[src/rtl/fifo_rd_stream_if.sv]
// Read-port and output-stream bundle for fifo_rd_stream.
// master: the streaming consumer. slave: the FIFO plus the downstream sink.
interface fifo_rd_stream_if #(
  parameter int DATA_SIZE = 12
) ();
  logic                 rEmpty;
  logic [DATA_SIZE-1:0] rData;
  logic                 rinc;
  logic [DATA_SIZE-1:0] out_data;
  logic                 out_valid;
  logic                 out_ready;
  logic                 out_last;

  modport master (
    input  rEmpty, rData, out_ready,
    output rinc, out_data, out_valid, out_last
  );

  modport slave (
    output rEmpty, rData, out_ready,
    input  rinc, out_data, out_valid, out_last
  );
endinterface

[src/rtl/fifo_rd_stream.sv]
// Read-side consumer of the async FIFO. Pops words under a credit limit,
// captures the registered rData one cycle later into a small buffer, and
// presents the buffer head as a valid/ready stream framed into packets.
//
// state | meaning
// IDLE  | no pops; waiting for en
// RUN   | pops allowed while credit is available
// DRAIN | en dropped; no new pops, in-flight and buffered words still go out
module fifo_rd_stream #(
  parameter int DATA_SIZE = 12,
  parameter int BUF_DEPTH = 2,
  parameter int PKT_LEN   = 16,
  parameter int CNT_W     = 16
) (
  input  logic               rclk,
  input  logic               rrst,
  input  logic               en,
  fifo_rd_stream_if.master   bus,
  output logic               busy,
  output logic [CNT_W-1:0]   word_cnt
);

  localparam int PTR_W = (BUF_DEPTH > 1) ? $clog2(BUF_DEPTH) : 1;
  localparam int OCC_W = PTR_W + 1;
  localparam int PKT_W = (PKT_LEN > 1) ? $clog2(PKT_LEN) : 1;

  typedef enum logic [1:0] {
    IDLE  = 2'd0,
    RUN   = 2'd1,
    DRAIN = 2'd2
  } state_t;

  state_t               state, state_nxt;
  logic [DATA_SIZE-1:0] mem [BUF_DEPTH];
  logic [PTR_W-1:0]     wr_ptr, rd_ptr;
  logic [OCC_W-1:0]     occ, occ_nxt;
  logic                 inflight;
  logic [PKT_W-1:0]     pkt_idx;
  logic [OCC_W:0]       pending;
  logic                 credit_ok;
  logic                 pop;
  logic                 xfer;
  logic                 out_valid_int;

  // Credit counts words already buffered plus the one whose rData is still
  // on its way, so a capture can never land in a full buffer.
  assign pending       = {1'b0, occ} + {{OCC_W{1'b0}}, inflight};
  assign credit_ok     = pending < (OCC_W+1)'(BUF_DEPTH);
  assign bus.rinc      = (state == RUN) && !bus.rEmpty && credit_ok;
  assign pop           = bus.rinc && !bus.rEmpty;
  assign out_valid_int = (occ != '0);
  assign xfer          = out_valid_int && bus.out_ready;

  assign bus.out_valid = out_valid_int;
  assign bus.out_data  = mem[rd_ptr];
  assign bus.out_last  = out_valid_int && (pkt_idx == PKT_W'(PKT_LEN - 1));
  assign busy          = (state != IDLE);

  // Occupancy after this cycle's capture and transfer.
  always_comb begin
    occ_nxt = occ;
    if (inflight && !xfer) begin
      occ_nxt = occ + OCC_W'(1);
    end else if (!inflight && xfer) begin
      occ_nxt = occ - OCC_W'(1);
    end
  end

  // Next-state: DRAIN exits once nothing is buffered or in flight.
  always_comb begin
    state_nxt = state;
    unique case (state)
      IDLE:    if (en) state_nxt = RUN;
      RUN:     if (!en) state_nxt = DRAIN;
      DRAIN: begin
        if (en) begin
          state_nxt = RUN;
        end else if ((occ_nxt == '0) && !pop) begin
          state_nxt = IDLE;
        end
      end
      default: state_nxt = IDLE;
    endcase
  end

  // State register.
  always_ff @(posedge rclk or posedge rrst) begin
    if (rrst) begin
      state <= IDLE;
    end else begin
      state <= state_nxt;
    end
  end

  // Pop tracking and buffer bookkeeping; rData is captured the cycle after a pop.
  always_ff @(posedge rclk or posedge rrst) begin
    if (rrst) begin
      inflight <= 1'b0;
      wr_ptr   <= '0;
      rd_ptr   <= '0;
      occ      <= '0;
      for (int i = 0; i < BUF_DEPTH; i++) begin
        mem[i] <= '0;
      end
    end else begin
      inflight <= pop;
      occ      <= occ_nxt;
      if (inflight) begin
        mem[wr_ptr] <= bus.rData;
        wr_ptr      <= wr_ptr + PTR_W'(1);
      end
      if (xfer) begin
        rd_ptr <= rd_ptr + PTR_W'(1);
      end
    end
  end

  // Packet position and delivered-word count; only rrst clears them.
  always_ff @(posedge rclk or posedge rrst) begin
    if (rrst) begin
      pkt_idx  <= '0;
      word_cnt <= '0;
    end else if (xfer) begin
      word_cnt <= word_cnt + CNT_W'(1);
      if (pkt_idx == PKT_W'(PKT_LEN - 1)) begin
        pkt_idx <= '0;
      end else begin
        pkt_idx <= pkt_idx + PKT_W'(1);
      end
    end
  end

  // A capture into a full buffer would overwrite an undelivered word.
  a_no_overflow: assert property (@(posedge rclk) disable iff (rrst)
    !(inflight && (occ == OCC_W'(BUF_DEPTH))));

endmodule

[src/flat_wrapper.sv]
// flat-port wrapper written by rule: the top's interface ports become plain ports
module fifo_rd_stream_flat 
#(
  parameter int DATA_SIZE = 12,
  parameter int BUF_DEPTH = 2,
  parameter int PKT_LEN   = 16,
  parameter int CNT_W     = 16
)
  (rclk, rrst, en, busy, word_cnt, bus_rEmpty, bus_rData, bus_out_ready, bus_rinc, bus_out_data, bus_out_valid, bus_out_last);
  fifo_rd_stream_if #(.DATA_SIZE(DATA_SIZE)) bus_i ();
  input  logic rclk;
  input  logic rrst;
  input  logic en;
  output logic busy;
  output logic [CNT_W-1:0] word_cnt;
  input wire logic [$bits(bus_i.rEmpty)-1:0] bus_rEmpty;
  input wire logic [$bits(bus_i.rData)-1:0] bus_rData;
  input wire logic [$bits(bus_i.out_ready)-1:0] bus_out_ready;
  output wire logic [$bits(bus_i.rinc)-1:0] bus_rinc;
  output wire logic [$bits(bus_i.out_data)-1:0] bus_out_data;
  output wire logic [$bits(bus_i.out_valid)-1:0] bus_out_valid;
  output wire logic [$bits(bus_i.out_last)-1:0] bus_out_last;
  assign bus_i.rEmpty = bus_rEmpty;
  assign bus_i.rData = bus_rData;
  assign bus_i.out_ready = bus_out_ready;
  assign bus_rinc = bus_i.rinc;
  assign bus_out_data = bus_i.out_data;
  assign bus_out_valid = bus_i.out_valid;
  assign bus_out_last = bus_i.out_last;
  fifo_rd_stream #(.DATA_SIZE(DATA_SIZE), .BUF_DEPTH(BUF_DEPTH), .PKT_LEN(PKT_LEN), .CNT_W(CNT_W)) u_core (.rclk(rclk), .rrst(rrst), .en(en), .bus(bus_i), .busy(busy), .word_cnt(word_cnt));
endmodule
[config.mk]
export PLATFORM = sky130hd
export DESIGN_NAME = fifo_rd_stream_flat
export DESIGN_NICKNAME = d
export VERILOG_FILES = /design/src/rtl/fifo_rd_stream_if.sv /design/src/rtl/fifo_rd_stream.sv /design/src/flat_wrapper.sv
export SDC_FILE = /design/constraint.sdc
export NUM_CORES = 1
export LEC_CHECK = 0
export CORE_MARGIN = 8
export CORE_UTILIZATION = 35
export CTS_CLUSTER_SIZE = 12
export DETAILED_ROUTE_END_ITERATION = 12
export GPL_TIMING_DRIVEN = 0
export SYNTH_ARGS = -nofsm -noshare
export SYNTH_HDL_FRONTEND = slang
export SYNTH_SLANG_ARGS = --single-unit
export TNS_END_PERCENT = 5
[constraint.sdc]
create_clock -name rclk -period 2.5 [get_ports rclk]
set_clock_uncertainty 0.15 [all_clocks]
set_input_delay 0.375 -clock rclk [delete_from_list [all_inputs] [get_ports rclk]]
set_output_delay 0.375 -clock rclk [all_outputs]
set_load 0.05 [all_outputs]
==> impl_metrics.tcl, run 1 <==
set metrics [dict create \
    status "finished clean" \
    placed_area_um2 2910 \
    ys_ff_latch 51 \
    routed_wl_um 4750 \
    grt-ovfl-total 0 \
    clock-sinks 51 \
    cp-start-kind "flop" \
    synth.avg_cell_area_um2 12.7 \
    slew_headroom_pct 62.6 \
    regToRegEndpoint "u_core.word_cnt[11]" \
    power_density_nw_per_um2 1340 \
    fp-row-count 29 \
    port_buffers 48 \
    final_cell_area_um2 3000 \
    r2r_setup_slack_ps 440 \
    final_cell_mix "dfrtp_1, mux2_2, clkdlybuf4s50_1" \
    drtAntennaViolNets 0 \
    fin_hold_ws_ps 283 \
    syn_to_final_growth_pct 30.0 \
    die_area_um2 9450 \
    syn-cell-area_um2 2310 \
    finalCriticalPeriod_ps 2360 \
    layout-drive-gt1-share_pct 24.8 \
    grt_antenna_before_repair 0 \
    core_um2 6350 \
    htreeDepth 2 \
    worst_slew_pin_slew_ps 561 \
    clk_latency_ps 300 \
    post_cts_buffers 0 \
    place.gp.congestion 0.721 \
    syn_nets 202 \
    grt_max_degree 27 \
    grt_pass1_vias 1603 \
    path_class "flop to primary output" \
    critical_path.endpoint "bus_out_data[10]" \
    r2r_cells 7 \
    wire_per_inst_um 15.1 \
    numCtsBuffers 5 \
    die_x_um 97.2 \
    initial_core_util_pct 36.4 \
    clkTransAtPathRegs_ps 100 \
    pre_cts_slack_ps -11.2 \
    final-setup-viol-count 0 \
    via_per_inst 4.85 \
    power_mw 4.03 \
    regToRegStartpoint "u_core.occ[0]" \
    grt_first_pass_wirelength_um 8090 \
    drcViolationCount 0 \
    yosysWarnings 0 \
    critical_path_arrival_ps 1830 \
    firstDrtPassIters 4 \
    cp_max_fo 10 \
    leakagePower_nw 1.30 \
    hold_violations 0 \
    vdd_drop_max_uv 798 \
    dp.final_hpwl_um 3420 \
    drv_cap 0 \
    layout_commonest_cell "dfrtp_1" \
    rsz0062_at_grt "no" \
    ios 49 \
    endpoint_kind "primary output" \
    crit_required_ps 1980 \
    drtIter0Drc 19 \
    via_count 1527 \
    grtUsageTotal_pct 10.3 \
    synthCells 182 \
    ctsRootBufferMaster "clkbuf_8" \
    drv_slew 0 \
    synth_seq_area_share_pct 55.3 \
    period_share_pct 94.2 \
    final_cell_count_no_fill 315 \
    synthDistinctLibCells 33 \
    crit_start "u_core.rd_ptr" \
    n_antenna_cell 0 \
    fmax_ghz 0.425 \
    hp-class "input port to asynchronous set/reset pin" \
    fin_ws_ps 145 \
    dieHeight_um 97.2 \
    cts_buffer_depth 2 \
    fin_nets 257 \
    placedCellCount 308 \
    tritoncts "done" \
]
==> worst min-delay path by stage <==
stage / from / to / slack, ps / depth (start not counted)
floorplan: u_core.wr_ptr / u_core.wr_ptr / 300 / 1
global placement: u_core.word_cnt[15] / u_core.word_cnt[15] / 310 / 1
detailed placement: u_core.word_cnt[15] / u_core.word_cnt[15] / 310 / 1
CTS: rrst / u_core.mem[21] / 290 / 2
global route: rrst / u_core.mem[2] / 330 / 2
finish: rrst / u_core.mem[2] / 280 / 2
==> per-stage QoR <==
stage / utilization [%] / setup TNS (ps)
after floorplan: - / 0
after global placement: 45.5 / -14530
after detailed placement: 45.8 / -11.5
after CTS: 47.3 / 0
after global routing: 47.3 / 0
final: 47.3 / 0
==> report_power, final <==
part,internal (mW),switching [mW]
Sequential,1.15,0.237
Clock,0.298,0.271
Combinational,0.808,1.26
Total,2.26,1.77
==> critical path: stages, from the launching register on <==
cell           delay [ps]
dfrtp_1               420
buf_2                 310
mux2_2                380
dlygate4sd2_1         420
==> registers in the layout, indices dropped and copies added (netlist names) <==
signal / flops
u_core.wr_ptr: 1
u_core.pkt_idx: 4
u_core.occ: 2
u_core.state: 2
u_core.inflight: 1
u_core.rd_ptr: 1
u_core.mem: 24
u_core.word_cnt: 16
==> Yosys cell counts, drive strengths merged <==
library cell,count,area [µm²]
xor2,6,52.6
nand3b,1,7.51
buf,6,38.8
and2,1,7.51
or3,1,11.3
o21ai,2,10.0
nor4,1,21.3
a21oi,3,15.0
mux2,36,405
clkbuf,1,3.75
and3,3,18.8
nand3,6,30.0
xnor2,16,140
nor3,2,10.0
nand4,4,25.0
o22ai,1,6.26
ha,3,37.5
nor2b,2,12.5
nor2,6,22.5
nand2b,3,26.3
a22oi,1,7.51
o211ai,1,7.51
and4,1,8.76
or2,1,6.26
nand2,16,60.1
inv,4,15.0
or3b,1,8.76
dfrtp,51,1280
mux2i,1,10.0
a21boi,1,7.51
==> logic make-up after synthesis <==
family	synth area share (%)
AOI/OAI and AO/OA	2.33
xor gates and xnor gates	8.34
adders and majority gates	1.63
buffers and inverters	2.49
DFF	55.3
muxes	18.0
and+or+nand+nor	12.0
==> layer usage <==
layer  GRT usage (%)  vias up  wire length [µm]  share of wire (%)
li1                -      736                 -                  -
met5               0        -                 0                  0
met1            13.6      746              2340                 49
met3            3.70        7               279                5.9
met2            15.5       38              2080                 44
met4            2.80        0                50                1.1
==> area by class of cell <==
type	instances	area (µm²)
fill	601	3350
sequential	51	1280
multi-input combinational	120	976
timing repair buffer	49	488
tap	77	96.3
clock buffer	5	68.8
clock inverter	3	43.8
buffer	6	38.8
inverter	4	15.0
==> what timing repair did <==
item | 4_1_cts | 5_1_grt
setup endpoints to repair | 12 | 1
gates cloned | 0 | 0
hold buffers | 0 | 0
hold endpoints to repair | 0 | 0
resized for setup | 14 | 0
(Power assumes the default switching activity.)
==> run 2, diff against run 1 <==
- MAX_ROUTING_LAYER: unset -> met4
==> impl_metrics.tcl, run 2 (synthesized netlist as in run 1, its figures left out) <==
set metrics [dict create \
    status "finished clean" \
    critical_path_arrival_ps 1830 \
    grt-ovfl-total 0 \
    reg_top3 "u_core.mem x24, u_core.word_cnt x16, u_core.pkt_idx x4" \
    crit_required_ps 1980 \
    slowest_delay_ps 420 \
    layout-drive-gt1-share_pct 24.8 \
    via_per_inst 4.85 \
    finalCriticalPeriod_ps 2350 \
    firstDrtPassIters 4 \
    drcViolationCount 0 \
    hp-class "input port to asynchronous set/reset pin" \
    numCtsBuffers 5 \
    ctsRootBufferMaster "clkbuf_8" \
    place.gp.congestion 0.730 \
    port_buffers 48 \
    ios 49 \
    path_cells "buf_2, mux2_2, dlygate4sd2_1" \
    grt_antenna_before_repair 0 \
    dp.final_hpwl_um 3420 \
    final-setup-viol-count 0 \
    slew_headroom_pct 62.5 \
    drtAntennaViolNets 0 \
    grt_pass1_vias 1603 \
    power_density_nw_per_um2 1340 \
    routed_wl_um 4740 \
    cp_max_fo 10 \
    n_antenna_cell 0 \
    grt_first_pass_wirelength_um 8090 \
    fin_hold_ws_ps 283 \
    largest_reg_flops 24 \
    dieHeight_um 97.2 \
    critPathBufInv 2 \
    wire_per_inst_um 15.1 \
    endpoint_kind "primary output" \
    drtIter0Drc 19 \
    rsz0062_at_grt "no" \
    drv_cap 0 \
    fp-row-count 29 \
    initial_core_util_pct 36.4 \
    leakagePower_nw 1.30 \
    grt_max_degree 27 \
    fmax_ghz 0.425 \
    regMostFlops "u_core.mem" \
    clkTransAtPathRegs_ps 100 \
    n_fill_cell 601 \
    tritoncts "done" \
    htreeDepth 2 \
    clk_latency_ps 300 \
    clock-sinks 51 \
    syn_to_final_growth_pct 30.0 \
    drv_slew 0 \
    layout_commonest_cell "dfrtp_1" \
    grtUsageTotal_pct 10.6 \
    die_x_um 97.2 \
    cts_buffer_depth 2 \
    path_class "flop to primary output" \
    die_area_um2 9450 \
    critPathTopFamily "buffers and inverters" \
    power_mw 4.03 \
    vdd_drop_max_uv 797 \
    cp-start-kind "flop" \
    cp_slowest_cell "dfrtp_1" \
    worst_slew_pin_slew_ps 561 \
    fin_nets 257 \
    hold_violations 0 \
    final_cell_mix "dfrtp_1, mux2_2, clkdlybuf4s50_1" \
    period_share_pct 94.0 \
    via_count 1529 \
    core_um2 6350 \
]
## run 2: cell type report
cell class	count	area, µm²	share of cell area (%)
Buffer	6	38.8	1.29
Clock buffer	5	68.8	2.29
Clock inverter	3	43.8	1.46
Inverter	4	15.0	0.500
Multi-Input combinational cell	120	976	32.5
Sequential cell	51	1280	42.5
Tap cell	77	96.3	3.21
Timing Repair Buffer	49	488	16.3
## run 2: worst register-to-register path: cells and delay by family, from the launching register on
kind	cells	cell delay, ps
flip-flops	1	480
adder cells (fa/ha/maj)	1	250
XOR/XNOR	1	140
AND/OR/NAND/NOR	3	770
buffers and inverters	2	210
## run 2: metal layers
layer  vias to the layer above  global-route usage, %  routed length, µm
met3                         7                   2.99                199
met2                        38                   15.4               2080
met4                         0                   2.80                 51
met5                         -                      -                  0
li1                        736                      -                  -
met1                       748                   14.0               2420
## run 2: power by group
group          leakage (nW)  total, mW  switching, mW  internal, mW
Sequential            0.620       1.39          0.236          1.15
Combinational         0.620       2.07           1.26         0.808
Clock                0.0581      0.569          0.271         0.298
## run 2: worst paths after layout
kind / startpoint / endpoint / slack [ps] / cells after the start
setup / recovery: u_core.rd_ptr / bus_out_data[10] / 150 / 3
hold reg to reg: u_core.word_cnt[15] / u_core.word_cnt[15] / 320 / 1
hold / removal: rrst / u_core.mem[21] / 280 / 2
min in group rclk: u_core.word_cnt[15] / u_core.word_cnt[15] / 320 / 1
setup reg to reg: u_core.occ[0] / u_core.word_cnt[11] / 440 / 7
max in group asynchronous: rrst / u_core.word_cnt[1] / 1370 / 3
## run 2: repair_timing
item | CTS | global route
hold buffers | 0 | 0
setup endpoints to repair | 12 | 1
resized for setup | 14 | 0
buffers inserted | 0 | 0
## run 2: stage by stage
stage / cells / utilization [%] / worst slack [ps] / TNS, ps / cell area [µm²]
after floorplan: 182 / - / 252 / 0 / 2310
after global placement: 307 / 45.5 / -286 / -14530 / 2890
after detailed placement: 308 / 45.8 / -11.2 / -11.5 / 2910
after CTS: 316 / 47.3 / 71.0 / 0 / 3010
after global routing: 315 / 47.3 / 47.6 / 0 / 3000
final: 315 / 47.3 / 150 / 0 / 3000
==> run 3, diff against run 2 <==
- CELL_PAD_IN_SITES_DETAIL_PLACEMENT: unset -> 1
- CELL_PAD_IN_SITES_GLOBAL_PLACEMENT: unset -> 1
- PLACE_DENSITY_LB_ADDON: unset -> 0.1
==> impl_metrics.tcl, run 3 (synthesized netlist as in run 1, its figures left out) <==
set metrics [dict create \
    path_cells "buf_2, mux2_2, dlygate4sd2_1" \
    critPathBufInv 2 \
    drv_slew 0 \
    htreeDepth 2 \
    grt_max_degree 37 \
    grt-ovfl-total 0 \
    utilization_pct 47.1 \
    fp-row-count 29 \
    cp_slowest_cell "dlygate4sd2_1" \
    critical_path_arrival_ps 1820 \
    firstDrtPassIters 2 \
    hold_violations 0 \
    slew_headroom_pct 64.7 \
    endpoint_kind "primary output" \
    dp.final_hpwl_um 4010 \
    drt-met1-wl_um 2300 \
    period_share_pct 94.0 \
    numCtsBuffers 5 \
    drtIter0Drc 11 \
    drcViolationCount 0 \
    n_fill_cell 655 \
    regToRegStartpoint "u_core.occ[0]" \
    clkTransAtPathRegs_ps 90 \
    grtUsageTotal_pct 11.8 \
    drtAntennaViolNets 0 \
    reg_top3 "u_core.mem x24, u_core.word_cnt x16, u_core.pkt_idx x4" \
    final-setup-viol-count 0 \
    post_cts_buffers 0 \
    layout_commonest_cell "dfrtp_1" \
    met3_length_um 195 \
    rsz0062_at_grt "no" \
    status "finished clean" \
    fin_hold_ws_ps 220 \
    wl_met2_um 2680 \
    via_per_inst 4.89 \
    cp_max_fo 10 \
    clock-sinks 51 \
    leakagePower_nw 1.30 \
    path_class "flop to primary output" \
    grt_pass1_vias 1753 \
    die_x_um 97.2 \
    vdd_drop_max_uv 585 \
    r2r_setup_slack_ps 430 \
    clk_latency_ps 300 \
    syn_to_final_growth_pct 29.6 \
    tritoncts "done" \
    worst_slew_pin_slew_ps 527 \
    wire_per_inst_um 16.6 \
    grt_antenna_before_repair 0 \
    critPathTopFamily "buffers and inverters" \
    initial_core_util_pct 36.4 \
    routed.top_layer "met4" \
    ctsRootBufferMaster "clkbuf_8" \
    cts_hold_buf 0 \
    die_area_um2 9450 \
    via_count 1541 \
    routed_wl_um 5240 \
    drv_cap 0 \
    crit_start "u_core.rd_ptr" \
    hp-class "input port to asynchronous set/reset pin" \
    cp-start-kind "flop" \
    ios 49 \
    place.gp.congestion 0.790 \
    port_buffers 48 \
    regMostFlops "u_core.mem" \
    cts_buffer_depth 2 \
    final_cell_mix "dfrtp_1, mux2_2, clkdlybuf4s50_1" \
    grt_first_pass_wirelength_um 8780 \
    core_um2 6350 \
    slowest_delay_ps 430 \
    fmax_ghz 0.426 \
    power_density_nw_per_um2 1340 \
    largest_reg_flops 24 \
    layout-drive-gt1-share_pct 24.4 \
    finalCriticalPeriod_ps 2350 \
    fin_nets 257 \
    crit_required_ps 1980 \
    dieHeight_um 97.2 \
    n_antenna_cell 0 \
]
-- run 3: cell types whose count changed in the layout (fill, tap and decap cells not counted), sizes merged --
cell           before  now
dlymetal6s2s        0    1
clkinv              2    0
clkdlybuf4s18       0    1
clkbuf              5    8
clkdlybuf4s15       1    0
bufinv              1    0
dlygate4sd2        11   10
-- run 3: path summary, 6_finish.rpt --
kind,end,cells past startpoint
max,bus_out_data[7],3
min,u_core.word_cnt[15],2
max reg2reg,u_core.word_cnt[11],7
min reg2reg,u_core.word_cnt[15],1
max in group asynchronous,u_core.mem[7],3
min in group rclk,u_core.word_cnt[15],1
-- run 3: through the flow --
stage / setup slack (ps) / total power, mW / TNS, ps / instances / cell area (µm²)
3_5_place_dp: -34.8 / 3.64 / -34.8 / 308 / 2910
6_report: 151 / 4.01 / 0 / 315 / 2990
4_1_cts: 41.8 / 4.08 / 0 / 316 / 3000
2_1_floorplan: 252 / 2.94 / 0 / 182 / 2310
3_3_place_gp: -157 / 3.54 / -7840 / 307 / 2890
5_1_grt: 63.6 / 4.24 / 0 / 315 / 2990
-- run 3: area by class of cell --
| type | count | area (µm²) | share of cell area, % |
|---|---|---|---|
| buffer | 6 | 38.8 | 1.30 |
| sequential | 51 | 1280 | 42.6 |
| multi-input combinational | 120 | 976 | 32.6 |
| clock buffer | 8 | 100 | 3.34 |
| tap | 77 | 96.3 | 3.22 |
| inverter | 4 | 15.0 | 0.502 |
| timing repair buffer | 49 | 490 | 16.4 |
-- run 3: power breakdown --
group	leakage (nW)	switching [mW]	internal (mW)
logic	0.634	1.28	0.810
registers	0.620	0.248	1.16
clock network	0.0515	0.262	0.253
total	1.30	1.79	2.22
-- run 3: routing by layer --
metal,vias to the layer above,track usage [%]
met5,-,-
met4,0,4.55
met3,5,3.27
met2,26,19.7
met1,780,13.0
li1,730,-
-- run 3: what timing repair did --
item / in CTS / in global routing
pin swaps: 0 / 0
gates resized for setup: 13 / 2
setup endpoints to repair: 11 / 2
